File: src/rtl/pc_gen_pkg.sv
// -----------------------------------------------------------------------------
// pc_gen_pkg
// Purpose : shared constants and types for the MiniCPU fetch-stage PC generator.
//           Holds the PC step, the default hold level, the default reset and trap
//           vectors, the jump/reset enable encodings and the FSM state type.
// Ports   : none (package).
// Config  : PC_MISALIGN_EXC_EN (used by pc_gen / pc_gen_next_sel, not here).
// -----------------------------------------------------------------------------
package pc_gen_pkg;

    // Distance between consecutive instruction fetches, in bytes.
    localparam int PC_STEP = 4;

    // Default hold level at which the PC freezes.
    localparam int HOLD_PC = 1;

    // Default boot and misaligned-jump trap vectors.
    localparam logic [31:0] CPU_RESET_ADDR = 32'h0000_0000;
    localparam logic [31:0] CPU_TRAP_ADDR  = 32'h0000_0004;

    // Active levels of the jump request and of the resets.
    localparam logic JUMP_ENABLE = 1'b1;
    localparam logic RST_ENABLE  = 1'b1;

    // BOOT: first cycle after reset, no fetch request yet.
    // RUN : fetch request always valid; only a reset leaves this state.
    typedef enum logic {
        ST_BOOT = 1'b0,
        ST_RUN  = 1'b1
    } pc_state_e;

endpackage

File: src/rtl/pc_gen_next_sel.sv
// -----------------------------------------------------------------------------
// pc_gen_next_sel
// Purpose : combinational next-state selection for pc_gen. It chooses the next
//           PC, valid and state, and the redirect / misalign pulses, and it
//           reports whether the current fetch request is acknowledged this edge.
//           Priority is jump > hold > advance. Reset is applied by the registers
//           in pc_gen.
// Ports   : state_i        current FSM state
//           jump_flag_i    redirect request
//           jump_addr_i    redirect target
//           hold_flag_i    pipeline hold level
//           fetch_valid_i  current registered fetch_valid
//           fetch_ready_i  imem accepts pc_i this cycle
//           pc_i           current registered PC
//           state_d_o      next FSM state
//           pc_d_o         next PC
//           valid_d_o      next fetch_valid
//           redirect_d_o   next redirect pulse
//           misalign_d_o   next misalign pulse (only with PC_MISALIGN_EXC_EN)
//           fetch_ack_o    an accepted fetch that the counter should record
// Config  : PC_MISALIGN_EXC_EN - a jump to an address with bits [1:0] != 0 goes
//           to TRAP_ADDR and raises misalign. Without it, those bits are cleared.
// -----------------------------------------------------------------------------
module pc_gen_next_sel
    import pc_gen_pkg::*;
#(
    parameter int                ADDR_W      = 32,
    parameter int                HOLD_W      = 3,
    parameter int                HOLD_PC_LVL = HOLD_PC,
    parameter logic [ADDR_W-1:0] TRAP_ADDR   = ADDR_W'(CPU_TRAP_ADDR)
) (
    input  pc_state_e           state_i,
    input  logic                jump_flag_i,
    input  logic [ADDR_W-1:0]   jump_addr_i,
    input  logic [HOLD_W-1:0]   hold_flag_i,
    input  logic                fetch_valid_i,
    input  logic                fetch_ready_i,
    input  logic [ADDR_W-1:0]   pc_i,
    output pc_state_e           state_d_o,
    output logic [ADDR_W-1:0]   pc_d_o,
    output logic                valid_d_o,
    output logic                redirect_d_o,
`ifdef PC_MISALIGN_EXC_EN
    output logic                misalign_d_o,
`endif
    output logic                fetch_ack_o
);

    logic jump;
    logic hold_pc;
    logic handshake;
    logic running;

    assign jump      = (jump_flag_i == JUMP_ENABLE);
    assign hold_pc   = (hold_flag_i >= HOLD_W'(HOLD_PC_LVL));
    assign running   = (state_i == ST_RUN);
    assign handshake = fetch_valid_i & fetch_ready_i;

    // A jump aborts the outstanding request, so that request is not counted.
    // An ack during hold is still counted even though the PC does not move.
    assign fetch_ack_o = handshake & ~jump;

`ifndef PC_MISALIGN_EXC_EN
    // The low jump-address bits and the trap vector are only used by the
    // misalign trap. This signal marks them as intentionally unused.
    logic unused_misalign_inputs;
    assign unused_misalign_inputs = ^{jump_addr_i[1:0], TRAP_ADDR};
`endif

    always_comb begin
        state_d_o    = ST_RUN;   // BOOT lasts one cycle. RUN is left only by reset.
        pc_d_o       = pc_i;
        valid_d_o    = 1'b1;
        redirect_d_o = 1'b0;
`ifdef PC_MISALIGN_EXC_EN
        misalign_d_o = 1'b0;
`endif
        if (jump) begin
            redirect_d_o = 1'b1;
            pc_d_o       = {jump_addr_i[ADDR_W-1:2], 2'b00};
`ifdef PC_MISALIGN_EXC_EN
            if (jump_addr_i[1:0] != 2'b00) begin
                pc_d_o       = TRAP_ADDR;
                misalign_d_o = 1'b1;
            end
`endif
        end else if (hold_pc) begin
            pc_d_o = pc_i;
        end else if (running && handshake) begin
            // Advance only on an acknowledged request. Valid without ready holds the address.
            pc_d_o = pc_i + ADDR_W'(PC_STEP);
        end
    end

endmodule

File: src/rtl/pc_gen.sv
// -----------------------------------------------------------------------------
// pc_gen
// Purpose : program-counter generator for the MiniCPU fetch stage. It holds the
//           PC, fetch-valid, redirect, misalign and fetch-counter registers and
//           the BOOT/RUN state. The next-state choice is made in pc_gen_next_sel.
// Ports   : clk            clock, posedge
//           rst            synchronous active-high reset
//           jtag_rst_i     debug core reset, synchronous, same effect as rst
//           jump_flag_i    redirect request from ex/ctrl
//           jump_addr_i    redirect target
//           hold_flag_i    pipeline hold level from ctrl
//           fetch_ready_i  imem accepts pc_o this cycle
//           pc_o           current fetch address
//           fetch_valid_o  pc_o is a valid fetch request
//           redirect_o     pulse: pc_o was loaded by a jump on the last edge
//           fetch_cnt_o    accepted fetches since reset, wraps
//           misalign_o     pulse on a misaligned jump (only with PC_MISALIGN_EXC_EN)
// Config  : PC_MISALIGN_EXC_EN - enables the misaligned-jump trap and misalign_o.
// Handshake: fetch_valid_o/fetch_ready_i follow valid/ready rules. A request is
//           accepted on an edge where both are high. While valid is high and
//           ready is low, pc_o stays stable. A jump or a reset may replace or
//           drop a pending request, and no acknowledge is owed for it.
// -----------------------------------------------------------------------------
module pc_gen
    import pc_gen_pkg::*;
#(
    parameter int                ADDR_W      = 32,
    parameter logic [ADDR_W-1:0] RESET_ADDR  = ADDR_W'(CPU_RESET_ADDR),
    parameter int                HOLD_W      = 3,
    parameter int                HOLD_PC_LVL = HOLD_PC,
    parameter int                CNT_W       = 32,
    parameter logic [ADDR_W-1:0] TRAP_ADDR   = ADDR_W'(CPU_TRAP_ADDR)
) (
    input  logic                clk,
    input  logic                rst,
    input  logic                jtag_rst_i,
    input  logic                jump_flag_i,
    input  logic [ADDR_W-1:0]   jump_addr_i,
    input  logic [HOLD_W-1:0]   hold_flag_i,
    input  logic                fetch_ready_i,
    output logic [ADDR_W-1:0]   pc_o,
    output logic                fetch_valid_o,
    output logic                redirect_o,
`ifdef PC_MISALIGN_EXC_EN
    output logic                misalign_o,
`endif
    output logic [CNT_W-1:0]    fetch_cnt_o
);

    pc_state_e          state_q, state_d;
    logic [ADDR_W-1:0]  pc_q, pc_d;
    logic               valid_q, valid_d;
    logic               redirect_q, redirect_d;
    logic [CNT_W-1:0]   cnt_q;
    logic               fetch_ack;
    logic               core_rst;
`ifdef PC_MISALIGN_EXC_EN
    logic               misalign_q, misalign_d;
`endif

    assign core_rst = (rst == RST_ENABLE) || (jtag_rst_i == RST_ENABLE);

    pc_gen_next_sel #(
        .ADDR_W      (ADDR_W),
        .HOLD_W      (HOLD_W),
        .HOLD_PC_LVL (HOLD_PC_LVL),
        .TRAP_ADDR   (TRAP_ADDR)
    ) u_next_sel (
        .state_i       (state_q),
        .jump_flag_i   (jump_flag_i),
        .jump_addr_i   (jump_addr_i),
        .hold_flag_i   (hold_flag_i),
        .fetch_valid_i (valid_q),
        .fetch_ready_i (fetch_ready_i),
        .pc_i          (pc_q),
        .state_d_o     (state_d),
        .pc_d_o        (pc_d),
        .valid_d_o     (valid_d),
        .redirect_d_o  (redirect_d),
`ifdef PC_MISALIGN_EXC_EN
        .misalign_d_o  (misalign_d),
`endif
        .fetch_ack_o   (fetch_ack)
    );

    always_ff @(posedge clk) begin
        if (core_rst) begin
            state_q    <= ST_BOOT;
            pc_q       <= RESET_ADDR;
            valid_q    <= 1'b0;
            redirect_q <= 1'b0;
            cnt_q      <= '0;
`ifdef PC_MISALIGN_EXC_EN
            misalign_q <= 1'b0;
`endif
        end else begin
            state_q    <= state_d;
            pc_q       <= pc_d;
            valid_q    <= valid_d;
            redirect_q <= redirect_d;
            if (fetch_ack) begin
                cnt_q <= cnt_q + CNT_W'(1);
            end
`ifdef PC_MISALIGN_EXC_EN
            misalign_q <= misalign_d;
`endif
        end
    end

    assign pc_o          = pc_q;
    assign fetch_valid_o = valid_q;
    assign redirect_o    = redirect_q;
    assign fetch_cnt_o   = cnt_q;
`ifdef PC_MISALIGN_EXC_EN
    assign misalign_o    = misalign_q;
`endif

endmodule

File: config.mk
export PLATFORM = sky130hd
export DESIGN_NAME = pc_gen
export DESIGN_NICKNAME = d
export VERILOG_FILES = /design/src/rtl/pc_gen_pkg.sv /design/src/rtl/pc_gen_next_sel.sv /design/src/rtl/pc_gen.sv
export SDC_FILE = /design/constraint.sdc
export NUM_CORES = 1
export LEC_CHECK = 0
export CORE_MARGIN = 2
export CORE_UTILIZATION = 49
export CTS_CLUSTER_DIAMETER = 200
export DETAILED_ROUTE_END_ITERATION = 16
export GPL_ROUTABILITY_DRIVEN = 0
export PLACE_DENSITY = 0.85
export RECOVER_POWER = 25
export SLEW_MARGIN = 20
export SYNTH_ARGS = -nofsm -noshare
export SYNTH_HDL_FRONTEND = slang
export SYNTH_SLANG_ARGS = --single-unit
File: constraint.sdc
create_clock -name clk -period 6.95 [get_ports clk]
set_clock_uncertainty 0.05 [all_clocks]
set_input_delay 1.39 -clock clk [delete_from_list [all_inputs] [get_ports clk]]
set_output_delay 1.39 -clock clk [all_outputs]
set_load 0.02 [all_outputs]
==> metrics, run 1 <==
status=finished with violations; failing checks=max-capacitance violations, max-slew violations; synthesized area per cell=slightly above 8 µm²; Ports=approximately 110; initial antenna violation count=0; Post-route DRC=0; clock buffer depth=2; Peak Freq=between 200 and 250 MHz; Setup CP Type=input pin to register; DR WL/cell=14.2 µm; Synth area leaders=dfxtp_1, xnor2_1, o21ai_0; Leakage=approximately 1.4 nW; Synth Flop Type=dfxtp_1; vias post-DR=approximately 3.0k; Pre-antenna DRT Iters=4; Synth-to-Final Area Change=39.8%; Pwr Density=~190 mW/mm²; Worst setup endpoint=pc_o[13]; clock latency on the worst-skew pair=approximately 340 ps; post-synth top area share=between 40% and 50%; clock root buffer=clkbuf_8; library cells used by synthesis=40; I/O Buffers=roughly 100; Post-Synth Simple-Gate Area=between 20% and 30%; Max-slew headroom=-39.8%; Synth Area in Compound Gates=around an eighth; synth warn=0; vias per cell=~5.5; reg2reg end=fetch_cnt_o[31]; cts repair resizes=0; R2R depth=5; CP Data Required Time=slightly above 7000 ps; max-capacitance violation count=1; Rows=29; Cells after Synth=378; Synth Area in XOR/XNOR=approximately 14%; total CTS buffers=9; sequential element share of the synthesized area=between 40 and 50%; initial core utilization=50.0%; Num Clock Sinks=64; Hold Fails Final Rpt=0; first-pass GRT wire length=about 13000 µm; crit share post-route=66.5%; min-delay src=fetch_cnt_o[31]; Die H=approximately 84 µm; Hold WS=around 440 ps; maximum fanout along the worst path=38; largest family of logic cells by synthesized area=simple AND/OR/NAND/NOR gates; Post-Synth Adder-Cell Area=less than 1%; initial DRC count=between 80 and 90; Hold Path Class=register to register; RSZ-0062 raised after global routing=false; fraction of layout cells with a size suffix above 1=between 4 and 5%; final core occ=69.8%; Yosys reg bits=between 60 and 70; Post-DRT Antenna Nets=0; die width=around 84 µm; VDD IR max=between 0.1 and 0.15 mV; Finish-stage setup viols=0; Clock Pin Slew Worst Setup and Hold Paths=~70 ps; flop-to-flop setup slack=about 4500 ps; setup TNS=0 ps; grt ovf=0; GRT Total Usage=between 20% and 30%; DP Worst Slack=2890 ps; htree depth=3; Ant. Diodes=0; hold buffers post-CTS=0; CP startpoint kind=input pin; FILL cells=approximately 500; post-layout min period=4620 ps; core area=about 0.0063 mm²; Hold Path Depth=2; asr flop ratio synth=0%; mux contribution to synthesized area=0.319%; number of synthesized flops with an enable pin=0; clock tree from TritonCTS=done; largest net degree at the start of global routing=57; postcts setup bufs=0; Layout Nets=between 500 and 600; critical path launch point=jtag_rst_i; DPL Wire Length=about 5500 µm; number of global-route vias before repair=between 2k and 3k; CP Capture Type=register; Mapped Area=0.00314 mm²; die area=~0.007 mm²; Yosys top cell by area=dfxtp_1; Arr. time, crit path=4780 ps; Max Transition Viols Final=39; worst-margin pin slew=2100 ps; worst setup margin=roughly 2300 ps; reg2reg start=fetch_cnt_o[2]; drt total wl=a little under 8000 µm
-- power breakdown --
part	total (mW)	switching, mW	internal, mW	leakage, nW
registers	0.385	0.0105	0.375	0.520
logic	0.0749	0.0353	0.0396	0.795
clock network	0.359	0.139	0.219	0.112
total	0.819	0.185	0.633	1.43
-- placed cells by master (no fill, tap or decap), types with 11 or more instances in the layout --
cell type / instances
clkdlybuf4s50_1: 78
dfxtp_1: 64
xnor2_1: 42
nor2_1: 36
o21ai_0: 30
a21oi_1: 28
dlygate4sd3_1: 23
nand2_1: 22
nor4_1: 19
inv_1: 15
nand3_1: 15
nor3_1: 13
clkbuf_8: 11
-- worst max-delay path, stage by stage --
cell	delay, ps
dlygate4sd3_1	520
or2_0	1520
inv_1	940
o21ai_0	330
a21oi_1	70
-- worst min path at each step --
stage	to	slack, ps
after global placement	fetch_cnt_o[31]	420
final	fetch_cnt_o[31]	440
after global routing	fetch_cnt_o[31]	480
after floorplan	fetch_cnt_o[31]	510
after CTS	fetch_cnt_o[31]	450
after detailed placement	fetch_cnt_o[31]	440
-- stage by stage --
stage	std cells	power, mW	instance area [µm²]
2_1_floorplan	379	0.427	3140
3_3_place_gp	536	0.467	4160
3_5_place_dp	536	0.469	4160
4_1_cts	551	0.826	4380
5_1_grt	551	0.850	4380
6_report	551	0.819	4380
-- metal layers --
metal / vias up / track usage (%) / share of wire, %
met5: - / 0 / 0
met4: 0 / 10.4 / 2.0
met3: 14 / 5.74 / 5.7
met2: 97 / 37.9 / 47
met1: 1417 / 27.6 / 45
li1: 1520 / - / -
-- flip-flops by register name, summed over array words and instances, names as in the netlist --
name           count
redirect_o         1
fetch_valid_o      1
pc_o              30
fetch_cnt_o       32
-- Yosys cell counts, types with 7 or more instances --
cell and n:
dfxtp_1 64, xnor2_1 42, nor2_1 36, o21ai_0 30
a21oi_1 28, nand2_1 22, clkbuf_1 19, nor4_1 19
inv_1 15, nand3_1 15, nor3_1 13, nand4_1 10
or3_1 9, xor2_1 9, and4_1 7
-- cell type report --
cell class	instances	area, µm²	area share (%)
multi-input combinational	278	1710	39.0
sequential	64	1280	29.2
timing repair buffer	102	1020	23.2
clock buffer	12	155	3.54
tap	77	96.3	2.20
clock inverter	3	65.1	1.48
inverter	15	56.3	1.28
-- cells by family after synthesis --
kind of cell	after synthesis
other	1
XOR/XNOR	51
adder cells (fa/ha/maj)	2
flip-flops	64
AO/OA/AOI/OAI	71
AND/OR/NAND/NOR	151
multiplexers	1
buffers and inverters	37
No activity file was read; power rests on OpenSTA's default activity.
==> inputs of run 2 (changes only) <==
Settings changed: CORE_UTILIZATION 49 to 41, PLACE_DENSITY 0.85 to 0.76.
Clock period 6.95 ns to 4.1 ns, I/O delays scaled along.
==> run 2 against run 1 <==
  * The run now ends clean
  * Routed wire length fell by 2.3%
  * Combinational power rose by 70%
  * Via count shrank 1.9%
  * Sequential power rose by 69%
  * Clock-buffer cell count decreased by 2
  * Final cell count rose by 4.5%
  * Hold slack improved by 20 ps
  * Critical path depth increased by 1
  * Flip-flop and latch count is the same
  * Critical endpoint is now pc_o[31]
==> metrics, run 2 (same netlist as run 1, synthesis figures left out) <==
status=complete, no violations; initial antenna violation count=0 (unchanged); worst stage delay on the critical path=660 ps (-860 ps); vias post-DR=2989 (-1.9%); worst-margin pin slew=725 ps (-1370 ps); Hold WS=462 ps (+19.9 ps); Clk network pwr share=42.8% (-1.0 points); Clock Pin Slew Worst Setup and Hold Paths=60 ps (about the same); initial DRC count=92 (+4.5%); sw frac=23.6% (+0.93 points); total net switching power=321 µW (+73%); Rows=31 (+6.9%); vias per cell=5.19 (-6.2%); CP Data Required Time=4320 ps (-2780 ps); Die H=91.5 µm (+8.9%); Setup CP Type=input pin to register; Synth-to-Final Area Change=40.9%; cts repair resizes=0 (unchanged); die area=0.00836 mm² (+19%); share of power burned in registers=47.8% (+0.8 points); Ant. Diodes=0 (unchanged); clock root buffer=clkbuf_8; Num Clock Sinks=64 (unchanged); Max Transition Viols Final=0 (-100%); core area=0.00733 mm² (+17%); drt total wl=7670 µm (-2.3%); Arr. time, crit path=3280 ps (-1500 ps); Comb power frac=9.3% (+0.2 points); htree depth=3 (unchanged); Layout Nets=514 (+0.39%); CP Capture Type=register; max reg flops=32 (unchanged); Max stage delay cell, worst path=or4_1; Pre-antenna DRT Iters=4 (unchanged); Worst path most repeated cell=or4_1; crit-path cells=dlygate4sd3_1, nor3_2, nand4_4, or4_1, or4_1, a31oi_1; largest net degree at the start of global routing=40 (-30%); Hold Fails Final Rpt=0 (unchanged); grt ovf=0 (unchanged); fraction of layout cells with a size suffix above 1=5.03% (+0.81 points); most common cell after layout, fill and taps aside=clkdlybuf4s50_1; number of global-route vias before repair=2780 (-5.0%); I/O Buffers=101 (unchanged); crit share post-route=74.6%; CP startpoint kind=input pin; clock buffer depth=2 (unchanged); Hold Path Class=register to register; maximum fanout along the worst path=16 (-58%); postcts setup bufs=0 (unchanged); Post-route DRC=0 (unchanged); setup TNS=0 ps (unchanged); clock latency on the worst-skew pair=340 ps (about the same); initial core utilization=42.8% (-7.2 points); first-pass GRT wire length=13000 µm (-0.78%); Pwr Density=309 mW/mm² (+65%); post-layout min period=3060 ps; DPL Wire Length=5430 µm (-0.82%); clock tree from TritonCTS=done; Leakage=1.44 nW (+0.59%); DR WL/cell=13.3 µm (-6.5%); Max-slew headroom=51.6% (+91 points); Ports=106 (unchanged); Int Pwr=1.04 mW (+65%); commonest non-fill, non-tap cells in the layout=clkdlybuf4s50_1, dfxtp_1, xnor2_1, nor2_1, o21ai_0; GRT Total Usage=18.9% (-3.9 points); die width=91.5 µm (+8.9%); max-capacitance violation count=0 (-1); Post-DRT Antenna Nets=0 (unchanged); hold buffers post-CTS=0 (unchanged); total CTS buffers=9 (unchanged); Finish-stage setup viols=0 (unchanged); VDD IR max=0.236 mV (+86%); Peak Freq=327 MHz; RSZ-0062 raised after global routing=false
run 2: cell count changes in the layout (fill, tap and decap cells not counted), sizes merged:
| cell | delta |
|---|---|
| clkbuf | -2 |
| clkinv | +3 |
| dlygate4sd3 | +2 |
| clkdlybuf4s50 | -2 |
| buf | +2 |
run 2: critical path, delay by kind of cell:
kind,cells,cell delay (ps)
buffers and inverters,1,560
AOI/OAI and AO/OA,1,160
and+or+nand+nor,4,1740
run 2: stage by stage:
| stage | instances | setup slack [ps] | cell area [µm²] | total power [mW] | util [%] |
|---|---|---|---|---|---|
| finish | 576 | 1040 | 4420 | 1.36 | 60.3 |
| global placement | 560 | 833 | 4210 | 0.794 | 57.4 |
| CTS | 576 | 1180 | 4420 | 1.38 | 60.3 |
| detailed placement | 560 | 834 | 4210 | 0.796 | 57.4 |
| floorplan | 379 | 1490 | 3140 | 0.723 | - |
| global route | 576 | 891 | 4420 | 1.42 | 60.3 |
run 2: path summary, 6_finish.rpt:
check / slack (ps) / cells after the start / from / end
worst max-delay path: 1040 / 6 / hold_flag_i[1] / pc_o[31]
worst max register to register: 1690 / 5 / pc_o[6] / pc_o[31]
worst min-delay path: 460 / 2 / pc_o[31] / pc_o[31]
worst min register to register: 460 / 2 / pc_o[31] / pc_o[31]
run 2: cell type report:
| cell class | instances | area [µm²] |
|---|---|---|
| clock buffers | 10 | 128 |
| clock inverters | 6 | 83.8 |
| fillers | 652 | 2910 |
| inverters | 15 | 56.3 |
| multi-input cells | 278 | 1710 |
| flip-flops and latches | 64 | 1280 |
| well taps | 99 | 124 |
| repair buffers | 104 | 1030 |
run 2: per-layer routing:
layer / part of all wire [%] / up-vias / track usage, %
met1: 45 / 1364 / 23.1
met2: 46 / 98 / 30.7
met3: 8.1 / 6 / 7.55
met4: 0.89 / 0 / 5.30
li1: - / 1521 / -
met5: 0 / - / 0
run 2: power by group through the flow:
stage	Sequential [mW]	Clock, mW	Combinational (mW)
finish	0.652	0.584	0.127
global route	0.655	0.628	0.138
CTS	0.652	0.600	0.131
detailed placement	0.666	0	0.130
global placement	0.666	0	0.128
floorplan	0.679	0	0.0442
==> inputs of run 3 (changes only) <==
Settings changed: CORE_UTILIZATION 41 to 46, PLACE_DENSITY 0.76 to 0.81.
Clock period 4.1 ns to 2.9 ns, I/O delays scaled along.
==> run 3 against run 2 <==
  * The flow now finishes with violations (max-capacitance violations, max-slew violations)
  * Hold slack worse by 8.8 ps
  * Final cell count shrank 2.1%
  * Total power grew 44%
  * Sequential power rose by 42%
  * Cell area rose by 0.71%
  * Flip-flop and latch count unchanged
  * Sequential share of layout area fell by 0.20 points
  * Critical path type unchanged
  * Critical endpoint unchanged
  * Worst setup slack worse by 660 ps
  * Register-to-register slack lost 1100 ps
  * Clock power grew 46%
==> metrics, run 3 (same netlist as run 1, synthesis figures left out) <==
status=finished with violations; failing checks=max-capacitance violations, max-slew violations; Peak Freq=~400 MHz; Max-slew headroom=-10.9% (-62 points); initial core utilization=46.9% (+4.2 points); vias post-DR=3077 (+2.9%); DP Worst Slack=21.9 ps (-812 ps); Clk network pwr share=43.5% (+0.7 points); CP Capture Type=register; max reg flops=32 (unchanged); DPL Wire Length=5670 µm (+4.3%); Int Pwr=1.50 mW (+44%); number of global-route vias before repair=2789 (+0.32%); worst setup margin=377 ps (-664 ps); Num Clock Sinks=64 (unchanged); cts repair resizes=0 (unchanged); crit-path cells=clkdlybuf4s50_1, nor3_2, nand4_4, or4_1, or4_1, a31oi_1; grt ovf=0 (unchanged); Ant. Diodes=0 (unchanged); reg2reg end=pc_o[31]; core area=0.00668 mm² (-8.9%); WP buf/inv=1 (unchanged); initial DRC count=129 (+40%); min-delay src=fetch_cnt_o[11]; total power=1.96 mW (+44%); maximum fanout along the worst path=6 (-10); Clock Pin Slew Worst Setup and Hold Paths=70 ps (about the same); crit share post-route=87.0%; fraction of layout cells with a size suffix above 1=5.99% (+0.96 points); R2R depth=5 (unchanged); Post-DRT Antenna Nets=0 (unchanged); Layout Nets=521 (+1.4%); Largest delay share family, worst path=simple AND/OR/NAND/NOR gates; worst-margin pin slew=1660 ps (+938 ps); Pre-antenna DRT Iters=4 (unchanged); sw frac=23.3% (-0.23 points); Comb power frac=9.3% (about the same); Hold Path Class=register to register; commonest non-fill, non-tap cells in the layout=clkdlybuf4s50_1, dfxtp_1, xnor2_1, nor2_1, o21ai_0; total net switching power=457 µW (+42%); clock buffer depth=2 (unchanged); clock latency on the worst-skew pair=340 ps (about the same); I/O Buffers=101 (unchanged); initial antenna violation count=0 (unchanged); Pwr Density=440 mW/mm² (+43%); Placed Area=0.00424 mm² (+0.68%); Post-route DRC=0 (unchanged); Rows=30 (-3.2%); Worst setup endpoint=pc_o[31]; reg2reg start=pc_o[20]; htree depth=3 (unchanged); Setup CP Type=input pin to register; Ports=106 (unchanged); CP Data Required Time=3120 ps (-1200 ps); Leakage=1.43 nW (-0.21%); post-layout min period=around 2500 ps; VDD IR max=0.255 mV (+8.0%); Finish-stage setup viols=0 (unchanged); GRT Total Usage=21.9% (+3.0 points); max-capacitance violation count=1 (+1); die width=86.6 µm (-5.3%); Hold Fails Final Rpt=0 (unchanged); clock root buffer=clkbuf_8; final instance area=0.00445 mm² (+0.71%); most common cell after layout, fill and taps aside=clkdlybuf4s50_1; Synth-to-Final Area Change=41.9%; Max stage delay cell, worst path=or4_1; Arr. time, crit path=2740 ps (-540 ps); share of power burned in registers=47.1% (-0.7 points); postcts setup bufs=0 (unchanged); clock tree from TritonCTS=done; critical path launch point=hold_flag_i[1]; Levels on crit path=6 (unchanged); DR WL/cell=14.1 µm (+5.6%); CP startpoint kind=input pin; drt total wl=7930 µm (+3.4%); vias per cell=5.46 (+5.1%); Worst path most repeated cell=or4_1; Max Transition Viols Final=38 (+38); FILL cells=568 (-13%); first-pass GRT wire length=13100 µm (+0.42%); hold buffers post-CTS=0 (unchanged); total CTS buffers=9 (unchanged); RSZ-0062 raised after global routing=false; worst stage delay on the critical path=630 ps (-30 ps); setup TNS=0 ps (unchanged); Die H=86.6 µm (-5.3%); largest net degree at the start of global routing=38 (-5.0%); flop-to-flop setup slack=630 ps (-1060 ps); die area=0.00749 mm² (-10%)
[run 3: cell count changes in the layout (fill, tap and decap cells not counted)]
cell | previous run | this run
clkinv_2 | 3 | 1
dlygate4sd3_1 | 25 | 16
clkbuf_1 | 1 | 3
clkinv_4 | 1 | 0
clkbuf_8 | 9 | 10
and2_0 | 1 | 0
buf_4 | 3 | 8
clkdlybuf4s50_1 | 76 | 85
and2_1 | 2 | 3
clkinvlp_4 | 0 | 2
[run 3: how the worst min path moves through the flow]
stage	endpoint	slack, ps	depth (start not counted)
finish	fetch_cnt_o[11]	450	2
floorplan	fetch_cnt_o[31]	510	2
CTS	fetch_cnt_o[11]	450	2
detailed placement	fetch_cnt_o[11]	440	2
global placement	fetch_cnt_o[31]	430	2
global route	pc_o[31]	500	2
[run 3: metal layers]
layer  share of wire, %  track usage (%)  vias to the layer above
li1                   -                -                     1538
met1                 44             27.9                     1412
met2                 47             35.0                      109
met3                6.4             5.05                       18
met4                2.2             10.4                        0
met5                  0                0                        -
[run 3: layout make-up]
class / instances / area [µm²] / share of cell area (%)
Multi-Input combinational cell: 278 / 1710 / 38.5
Sequential cell: 64 / 1280 / 28.8
Timing Repair Buffer: 111 / 1080 / 24.2
Clock buffer: 11 / 141 / 3.18
Tap cell: 80 / 100 / 2.25
Clock inverter: 5 / 80.1 / 1.80
Inverter: 15 / 56.3 / 1.27
[run 3: worst register-to-register path: cells and delay by family, from the launching register on]
family | cells | cell delay, ps
DFF | 1 | 440
and+or+nand+nor | 4 | 1550
AOI/OAI and AO/OA | 1 | 170
[run 3: power groups by stage]
stage               Combinational [mW]  Sequential (mW)  Clock [mW]
finish                           0.183            0.923       0.852
global route                     0.198            0.925       0.903
CTS                              0.186            0.922       0.869
detailed placement               0.185            0.942           0
global placement                 0.183            0.942           0
floorplan                       0.0626            0.960           0
[run 3: metrics by stage]
stage               std cells  hold slack, ps  util (%)
floorplan                 379             508         -
finish                    564             454      66.6
global route              564             496      66.6
global placement          548             434      63.4
CTS                       564             454      66.7
detailed placement        548             443      63.4
